===== src/rtl/uart_cmd_parser.sv =====
// Monitor command decoder: turns received UART bytes into command codes and hex arguments.
// state | meaning: IDLE wait for letter; ARG collect numbered args; STREAM data words until ^C; RUN command executing
module uart_cmd_parser #(
  parameter int DATA_W    = 32,
  parameter bit FIXED_LEN = 1'b0
) (
  input  logic              i_clk,
  input  logic              i_rst_n,
  input  logic [7:0]        i_rx_data,
  input  logic              i_rx_en,
  input  logic              i_busy,
  output logic [3:0]        o_cmd_code,
  output logic              o_cmd_start,
  output logic              o_arg_valid,
  output logic [1:0]        o_arg_idx,
  output logic [DATA_W-1:0] o_arg_data,
  output logic              o_go,
  output logic              o_quit,
  output logic              o_crlf_req,
  output logic              o_err
);

  localparam int MAXD = DATA_W / 4;
  localparam int CW   = $clog2(MAXD + 1);

  typedef enum logic [1:0] {
    S_IDLE   = 2'd0,
    S_ARG    = 2'd1,
    S_STREAM = 2'd2,
    S_RUN    = 2'd3
  } state_t;

  state_t            r_state;
  logic [7:0]        r_byte;
  logic              r_byte_v;
  logic [DATA_W-1:0] r_acc;
  logic [CW-1:0]     r_cnt;
  logic [1:0]        r_idx;
  logic              r_busy_seen;
  logic              r_go_arm;

  logic              w_is_hex;
  logic [3:0]        w_nibble;
  logic              w_is_bs;
  logic              w_is_term;
  logic              w_is_quit;
  logic [3:0]        w_letter;
  logic              w_in_arg;
  logic              w_full;
  logic              w_fixed_done;
  logic              w_term_done;
  logic              w_complete;
  logic              w_last;
  logic              w_busy_cmd;
  logic [DATA_W-1:0] w_acc_shl;
  logic [DATA_W-1:0] w_word;

  always_comb begin
    w_is_hex = 1'b1;
    w_nibble = 4'h0;
    if (r_byte >= 8'h30 && r_byte <= 8'h39)
      w_nibble = r_byte[3:0];
    else if ((r_byte >= 8'h61 && r_byte <= 8'h66) || (r_byte >= 8'h41 && r_byte <= 8'h46))
      w_nibble = r_byte[3:0] + 4'd9;
    else
      w_is_hex = 1'b0;
  end

  always_comb begin
    case (r_byte)
      8'h67:   w_letter = 4'd1;
      8'h77:   w_letter = 4'd2;
      8'h72:   w_letter = 4'd3;
      8'h74:   w_letter = 4'd4;
      8'h73:   w_letter = 4'd5;
      8'h70:   w_letter = 4'd6;
      8'h69:   w_letter = 4'd7;
      8'h6A:   w_letter = 4'd8;
      8'h7A:   w_letter = 4'd9;
      default: w_letter = 4'd0;
    endcase
  end

  always_comb begin
    w_is_bs      = (r_byte == 8'h08) || (r_byte == 8'h7F);
    w_is_term    = (r_byte == 8'h20) || (r_byte == 8'h0D);
    w_is_quit    = (r_byte == 8'h03);
    w_in_arg     = (r_state == S_ARG) || (r_state == S_STREAM);
    w_full       = (r_cnt == CW'(MAXD));
    w_acc_shl    = {r_acc[DATA_W-5:0], w_nibble};
    // Fixed-length words finish on the last digit itself, using the value being shifted in.
    w_fixed_done = FIXED_LEN && r_byte_v && w_in_arg && w_is_hex && (r_cnt == CW'(MAXD - 1));
    w_term_done  = !FIXED_LEN && r_byte_v && w_in_arg && w_is_term && (r_cnt != '0);
    w_complete   = w_fixed_done || w_term_done;
    w_word       = w_fixed_done ? w_acc_shl : r_acc;
    w_last       = (r_idx == 2'd1) || (o_cmd_code == 4'd1) || (o_cmd_code == 4'd2) ||
                   (o_cmd_code == 4'd7);
    w_busy_cmd   = (o_cmd_code == 4'd3) || (o_cmd_code == 4'd6) ||
                   (o_cmd_code == 4'd4) || (o_cmd_code == 4'd8);
  end

  always_ff @(posedge i_clk or negedge i_rst_n) begin
    if (!i_rst_n) begin
      r_state     <= S_IDLE;
      r_byte      <= '0;
      r_byte_v    <= 1'b0;
      r_acc       <= '0;
      r_cnt       <= '0;
      r_idx       <= '0;
      r_busy_seen <= 1'b0;
      r_go_arm    <= 1'b0;
      o_cmd_code  <= '0;
      o_cmd_start <= 1'b0;
      o_arg_valid <= 1'b0;
      o_arg_idx   <= '0;
      o_arg_data  <= '0;
      o_go        <= 1'b0;
      o_quit      <= 1'b0;
      o_crlf_req  <= 1'b0;
      o_err       <= 1'b0;
    end else begin
      o_cmd_start <= 1'b0;
      o_arg_valid <= 1'b0;
      o_quit      <= 1'b0;
      o_crlf_req  <= 1'b0;
      o_err       <= 1'b0;
      r_go_arm    <= 1'b0;
      o_go        <= r_go_arm;
      r_byte_v    <= i_rx_en;
      if (i_rx_en)
        r_byte <= i_rx_data;

      if (r_state == S_RUN && w_busy_cmd) begin
        if (i_busy)
          r_busy_seen <= 1'b1;
        else if (r_busy_seen)
          r_state <= S_IDLE;
      end

      if (r_byte_v) begin
        if (w_is_quit) begin
          o_quit      <= 1'b1;
          o_crlf_req  <= 1'b1;
          r_state     <= S_IDLE;
          r_acc       <= '0;
          r_cnt       <= '0;
          r_idx       <= '0;
          r_busy_seen <= 1'b0;
          o_cmd_code  <= '0;
        end else begin
          case (r_state)
            S_IDLE: begin
              if (w_letter != 4'd0) begin
                o_cmd_start <= 1'b1;
                o_cmd_code  <= w_letter;
                r_idx       <= '0;
                r_acc       <= '0;
                r_cnt       <= '0;
                r_busy_seen <= 1'b0;
                case (w_letter)
                  4'd1, 4'd2, 4'd3, 4'd6, 4'd7: r_state <= S_ARG;
                  4'd4, 4'd8, 4'd9: begin
                    r_state    <= S_RUN;
                    o_crlf_req <= 1'b1;
                  end
                  default: r_state <= S_IDLE;
                endcase
              end else if (r_byte == 8'h0D) begin
                o_crlf_req <= 1'b1;
              end
            end
            S_ARG, S_STREAM: begin
              if (w_complete) begin
                o_arg_valid <= 1'b1;
                o_arg_data  <= w_word;
                o_arg_idx   <= r_idx;
                r_acc       <= '0;
                r_cnt       <= '0;
                if (r_state == S_ARG) begin
                  if (w_last) begin
                    o_crlf_req <= 1'b1;
                    if (o_cmd_code == 4'd2 || o_cmd_code == 4'd7) begin
                      r_state <= S_STREAM;
                      r_idx   <= 2'd2;
                    end else begin
                      r_state     <= S_RUN;
                      r_busy_seen <= 1'b0;
                      r_go_arm    <= (o_cmd_code == 4'd1);
                    end
                  end else begin
                    r_idx <= r_idx + 2'd1;
                  end
                end
              end else if (w_is_hex) begin
                if (w_full) begin
                  o_err <= 1'b1;
                end else begin
                  r_acc <= w_acc_shl;
                  r_cnt <= r_cnt + CW'(1);
                end
              end else if (w_is_bs) begin
                if (r_cnt != '0) begin
                  r_acc <= r_acc >> 4;
                  r_cnt <= r_cnt - CW'(1);
                end
              end else if (!w_is_term) begin
                o_err <= 1'b1;
              end
            end
            default: begin
            end
          endcase
        end
      end
    end
  end

endmodule

===== config.mk =====
export PLATFORM = sky130hd
export DESIGN_NAME = uart_cmd_parser
export DESIGN_NICKNAME = d
export VERILOG_FILES = /design/src/rtl/uart_cmd_parser.sv
export SDC_FILE = /design/constraint.sdc
export NUM_CORES = 1
export LEC_CHECK = 0
export ABC_AREA = 1
export CAP_MARGIN = 20
export CORE_MARGIN = 2
export CORE_UTILIZATION = 61
export DETAILED_ROUTE_END_ITERATION = 10
export HOLD_SLACK_MARGIN = 0.12
export PLACE_DENSITY = 0.85
export SKIP_CTS_REPAIR_TIMING = 1
export SYNTH_ARGS = -nofsm -noshare
export SYNTH_HDL_FRONTEND = slang
export SYNTH_SLANG_ARGS = --single-unit

===== constraint.sdc =====
create_clock -name i_clk -period 4.6 [get_ports i_clk]
set_clock_uncertainty 0.15 [all_clocks]
set_input_delay 1.15 -clock i_clk [delete_from_list [all_inputs] [get_ports i_clk]]
set_output_delay 1.15 -clock i_clk [all_outputs]
set_load 0.1 [all_outputs]

# ---- After elaboration in Yosys (flattened, before gate mapping)
# Cells that the tools add are included.
dict set report word_totals {
  reg_bits 95
  latch_bits 0
  ramBits 0
  romBits 0
  inputBits 12
  output_inout_bits 44
  wordCells 187
  n_memories 0
}
dict set report classes {
  n_addsub 4
  multipliers 0
  div_mod_pow 0
  order_cmp 6
  eq_ne 41
  shift 0
  n_mux 87
  n_bitwise 1
  n_reduce_logical 31
}
# cell n
set op_table {}
lappend op_table {{2-to-1 mux 32 bit} 7}
lappend op_table {{== test 8 x 7 -> 1 bit, second input constant} 10}
lappend op_table {{case mux 32 bit (2 select lines)} 1}
lappend op_table {{2-to-1 mux 4 bit} 12}
lappend op_table {{2-to-1 mux 1 bit} 45}
lappend op_table {{case mux 4 bit (9 select lines)} 1}
lappend op_table {{2-to-1 mux 2 bit} 15}
lappend op_table {{== test 4 x 3 -> 1 bit, second input constant} 6}
lappend op_table {{== test 4 x 2 -> 1 bit, second input constant} 4}
lappend op_table {{== test 4 bit, second input constant} 4}
lappend op_table {{== test 8 x 4 -> 1 bit, second input constant} 2}
lappend op_table {{>= comparator 8 x 7 -> 1 bit, second input constant} 2}
lappend op_table {{<= comparator 8 x 7 -> 1 bit, second input constant} 2}
lappend op_table {{!= test 5 bit, second input constant} 3}
lappend op_table {{case mux 2 bit (2 select lines)} 3}
lappend op_table {{AND reduction 6 bit} 2}
lappend op_table {{logical OR 1 bit} 11}
lappend op_table {{!= test 3 bit, second input constant} 3}
lappend op_table {{== test 4 x 1 -> 1 bit, second input constant} 2}
lappend op_table {{== test 8 x 2 -> 1 bit, second input constant} 1}
lappend op_table {{== test 8 x 6 -> 1 bit, second input constant} 1}
lappend op_table {{>= comparator 8 x 6 -> 1 bit, second input constant} 1}
lappend op_table {{<= comparator 8 x 6 -> 1 bit, second input constant} 1}
lappend op_table {{case mux 4 bit (2 select lines)} 1}
lappend op_table {{19 further kinds} 30}

# ---- Logic depth before layout (Yosys ltp)
dict set report logic_depth {
  word_depth 13
  ltp_mapped 19
  depth_no_buf 17
}

# ---- Least setup slack after synthesis
# Ideal clock, no wire load.
dict set report synth_timing {
  kind {register to register}
  startpoint {register r_byte[0]}
  endpoint {register r_cnt[3]}
  setup_time_ns 0.117
  t_arrival_ns 2.380
  t_required_ns 4.333
  slack_ns 1.953
  stages_incl_launch_ff 20
  n_path_buf 2
  period_less_slack_ns 2.647
  path_cell_list {dfrtp_1 -> inv_1 -> ha_1 -> inv_1 -> nand2_1 -> nand2_1 -> nand2_1 -> nand2_2 -> nand2_2 -> inv_2 -> buf_2 -> buf_2 -> ha_1 -> a21o_1 -> a21oi_1 -> nand3_1 -> nand2_1 -> nor2_1 -> nand3_1 -> nand2_1}
}
dict set report synth_between {
  elab_chain_cells 9
  elab_cells_between_ends 42
  cone_classes {order compare (6); eq/ne (18); mux (7); reduce/logical (11)}
}
# element line
set synth_rtl {}
lappend synth_rtl {{start: declaration} 34} ;# logic [7:0] r_byte;
lappend synth_rtl {{start signal: assignment} 131} ;# r_byte <= i_rx_data;
lappend synth_rtl {{>= comparator 8 x 7 -> 1 bit / <= comparator 8 x 7 -> 1 bit (equally long branches)} 63} ;# else if ((r_byte >= 8'h61 && r_byte <= 8'h66) || (r_byte >= 8'h41 && r_byte <= 8'h46))
lappend synth_rtl {{logical AND 1 bit} 63}
lappend synth_rtl {{logical OR 1 bit} 63}
lappend synth_rtl {{2-to-1 mux 1 bit} 63}
lappend synth_rtl {{2-to-1 mux 1 bit} 61} ;# if (r_byte >= 8'h30 && r_byte <= 8'h39)
lappend synth_rtl {{2-to-1 mux 4 bit} 194} ;# end else if (w_is_hex) begin
lappend synth_rtl {{2-to-1 mux 4 bit} 173} ;# if (w_complete) begin
lappend synth_rtl {{case mux 4 bit (2 select lines)} 151} ;# case (r_state)
lappend synth_rtl {{2-to-1 mux 4 bit} 141} ;# if (w_is_quit) begin
lappend synth_rtl {{end signal: assignment} 199} ;# r_cnt <= r_cnt + CW'(1);
lappend synth_rtl {{end signal: assignment} 204} ;# r_cnt <= r_cnt - CW'(1);
lappend synth_rtl {{end: declaration} 37} ;# logic [CW-1:0] r_cnt;
# Parallel ways exist; a longest one is shown, timed or not.
# A chain may end at the register's enable or synchronous reset.

# ---- Worst setup path after layout
# Ends and elaborated chain as after synthesis.

==> summary.md <==
| Metric | Value |
|---|---|
| Run status | completed |
| Register area | 2377 um2 |
| I/O Buffers | 55 |
| Switching share of power | 41.43% |
| Initial Util | 62.92% |
| CTS Buf Count | 9 |
| FILL cells | 669 |
| Final setup vio count | 0 |
| Insertion delay to the later sink of the worst-skew pair | 0.37 ns |
| Antenna-violating nets left | 0 |
| Yosys reg bits | 95 |
| WP data required | 4.71 ns |
| Syn Area/Cell | 7.810 um2 |
| Leakage | 2.957 nW |
| DRC | 0 |
| CP Max Fanout | 32 |
| Multi-input gate area | 2445 um2 |
| Via count | 4523 |
| Final TNS setup | 0 ns |
| Max_cap viols | 0 |
| CP arrival | 3.51 ns |
| Mapped Cells | 662 |
| RSZ-0062 raised after global routing | no |
| Htree depth | 3 |
| Number of nets in the layout | 728 |
| Gpl congestion | 0.9320 |
| Worst Hold Class | reg2reg |
| Diode count | 0 |
| Area growth syn-to-layout | 14.09% |
| Starting DRT DRC Count | 378 |
| Die height | 96.06 um |
| Clock slew at reported path FFs | 0.09 ns |
| Unique cell type count in the Yosys netlist | 33 |
| Most frequent cells in the layout | nand2_1 (286), dfrtp_1 (95), nand3_1 (61) |
| Synth Cell Area | 5170 um2 |
| Comb pwr share | 36.0% |
| Initial antenna violation count | 0 |
| CTS tree | yes |
| Mapped Nets | 686 |
| Largest net degree at the start of global routing | 84 |
| Sw Pwr | 0.9671 mW |
| # clock sinks | 95 |
| Critical path class | reg2reg |
| Global route total overflow | 0 |
| Total power | 2.334 mW |
| Internal power | 1.367 mW |
| Die Wd | 96.06 um |
| CTS max path bufs | 2 |
| Final core occ | 71.78% |
| Worst Tran Pin Value | 0.9841 ns |
| DPL Wire Length | 7660 um |
| Max-slew violations | 0 |
| Layout cells sized above 1 | 10.17% |
| Routed vias/inst | 5.563 |
| Max Clock Freq | 0.2945 GHz |
| Core ar. | 8217 um2 |
| Worst Setup End Kind | register |
| Max rail drop VDD | 0.0002350 V |
| Final wirelength | 11370 um |
| Final Hold Fails | 0 |
| Period utilization | 73.82% |
| Wire per inst | 13.98 um |
| Sequential share of power | 40.3% |
| 1st-pass router iterations | 5 |
| PwrDens | 395.7 nW/um2 |
| Fin crit period | 3.396 ns |
| First-pass GRT wire length | 19230 um |
| All-layer global routing usage | 26.45% |
| Relative slew slack | 34.19% |
| Register area share after synthesis | 45.98% |
| Clock share of power | 23.7% |
| Row cnt | 33 |
| Type of origin of the critical path | register |
| Vias in the first global route | 4262 |
| Die ar. | 9228 um2 |
| Root Driver | clkbuf_8 |
| Most common cell after layout, fill and taps aside | nand2_1 |
| Yosys warning count | 0 |
| Ports | 56 |
[cells in the mapped netlist, drive strengths merged]
library cell | number | area, um2
nand2 | 299 | 1194
dfrtp | 95 | 2377
nand3 | 65 | 352.8
nor2 | 42 | 250.2
a21oi | 40 | 252.7
inv | 39 | 156.4
o21ai | 23 | 115.1
buf | 19 | 157.7
ha | 11 | 137.6
nand4 | 11 | 68.82
clkbuf | 8 | 30.03
nor3 | 3 | 15.01
a21o | 1 | 7.510
clkinv | 1 | 3.750
fa | 1 | 20.02
nor4 | 1 | 6.260
o21a | 1 | 7.510
xnor2 | 1 | 8.760
xor2 | 1 | 8.760
[worst max-delay path, stage by stage, from the launching register on]
cell and delay, ns:
dfrtp_1 0.44, inv_1 0.10, ha_1 0.26, inv_1 0.13, nand2_1 0.06, nand2_1 0.07
nand2_1 0.08, nand2_2 0.11, nand2_2 0.32, inv_2 0.53, ha_1 0.33, a21o_1 0.16
a21oi_1 0.20, nand3_1 0.10, nand2_1 0.06, nor2_1 0.04, nand3_1 0.08, nand2_1 0.05
[path summary, 6_finish.rpt]
| path | slack (ns) | depth (start not counted) | endpoint | startpoint |
|---|---|---|---|---|
| max | 1.20 | 17 | r_cnt[3] | r_byte[0] |
| min | 0.21 | 0 | o_go | r_go_arm |
| max reg2reg | 1.20 | 17 | r_cnt[3] | r_byte[0] |
| min reg2reg | 0.21 | 0 | o_go | r_go_arm |
| max in group asynchronous | 3.16 | 2 | r_acc[16] | i_rst_n |
| min in group asynchronous | 0.56 | 1 | o_crlf_req | i_rst_n |
[routing by layer]
| layer | part of all wire (%) | global-route usage, % | vias to the layer above |
|---|---|---|---|
| li1 | - | - | 2195 |
| met1 | 45 | 36.38 | 2118 |
| met2 | 47 | 42.48 | 175 |
| met3 | 5.3 | 3.524 | 35 |
| met4 | 2.4 | 10.71 | 0 |
| met5 | 0 | 0 | - |
[flip-flops by register name, indices dropped and copies added, names as in the netlist]
name / flops
o_crlf_req: 1
o_cmd_start: 1
r_idx: 2
r_state: 2
o_arg_idx: 2
o_go: 1
o_arg_data: 32
o_arg_valid: 1
r_busy_seen: 1
r_go_arm: 1
r_byte: 8
o_cmd_code: 4
r_cnt: 4
r_byte_v: 1
r_acc: 32
o_quit: 1
o_err: 1
[final cells by class]
class | count | area share (%)
Clock buffer | 9 | 2.100
Clock inverter | 6 | 1.188
Inverter | 40 | 2.715
Multi-Input combinational cell | 500 | 41.45
Sequential cell | 95 | 40.31
Tap cell | 105 | 2.227
Timing Repair Buffer | 58 | 10.01
[cell families (layout without fill, tap and decap cells)]
family / after synthesis / count (layout) / share of synthesized area [%]
XOR/XNOR: 2 / 2 / 0.3389
adder cells (fa/ha/maj): 12 / 12 / 3.049
AO/OA/AOI/OAI: 65 / 65 / 7.406
buffers and inverters: 67 / 113 / 6.728
AND/OR/NAND/NOR: 421 / 421 / 36.50
flip-flops: 95 / 95 / 45.98
[power groups by stage]
stage	Combinational [mW]	Clock [mW]	Sequential, mW
CTS	0.825	0.557	0.940
floorplan	0.694	0	0.988
detailed placement	0.818	0	0.956
global route	0.913	0.593	0.949
global placement	0.792	0	0.954
finish	0.839	0.554	0.940
[through the flow]
stage          instances  instance area [um2]  worst slack [ns]  hold slack [ns]
2_1_floorplan        662                 5170             1.953           0.1812
3_3_place_gp         797                 5677             1.513           0.1842
3_5_place_dp         797                 5677             1.284           0.1934
4_1_cts              812                 5871             1.261           0.2144
5_1_grt              813                 5898            0.9667           0.2234
6_report             813                 5898             1.204           0.2090
Power figures use the tool's default switching activity.
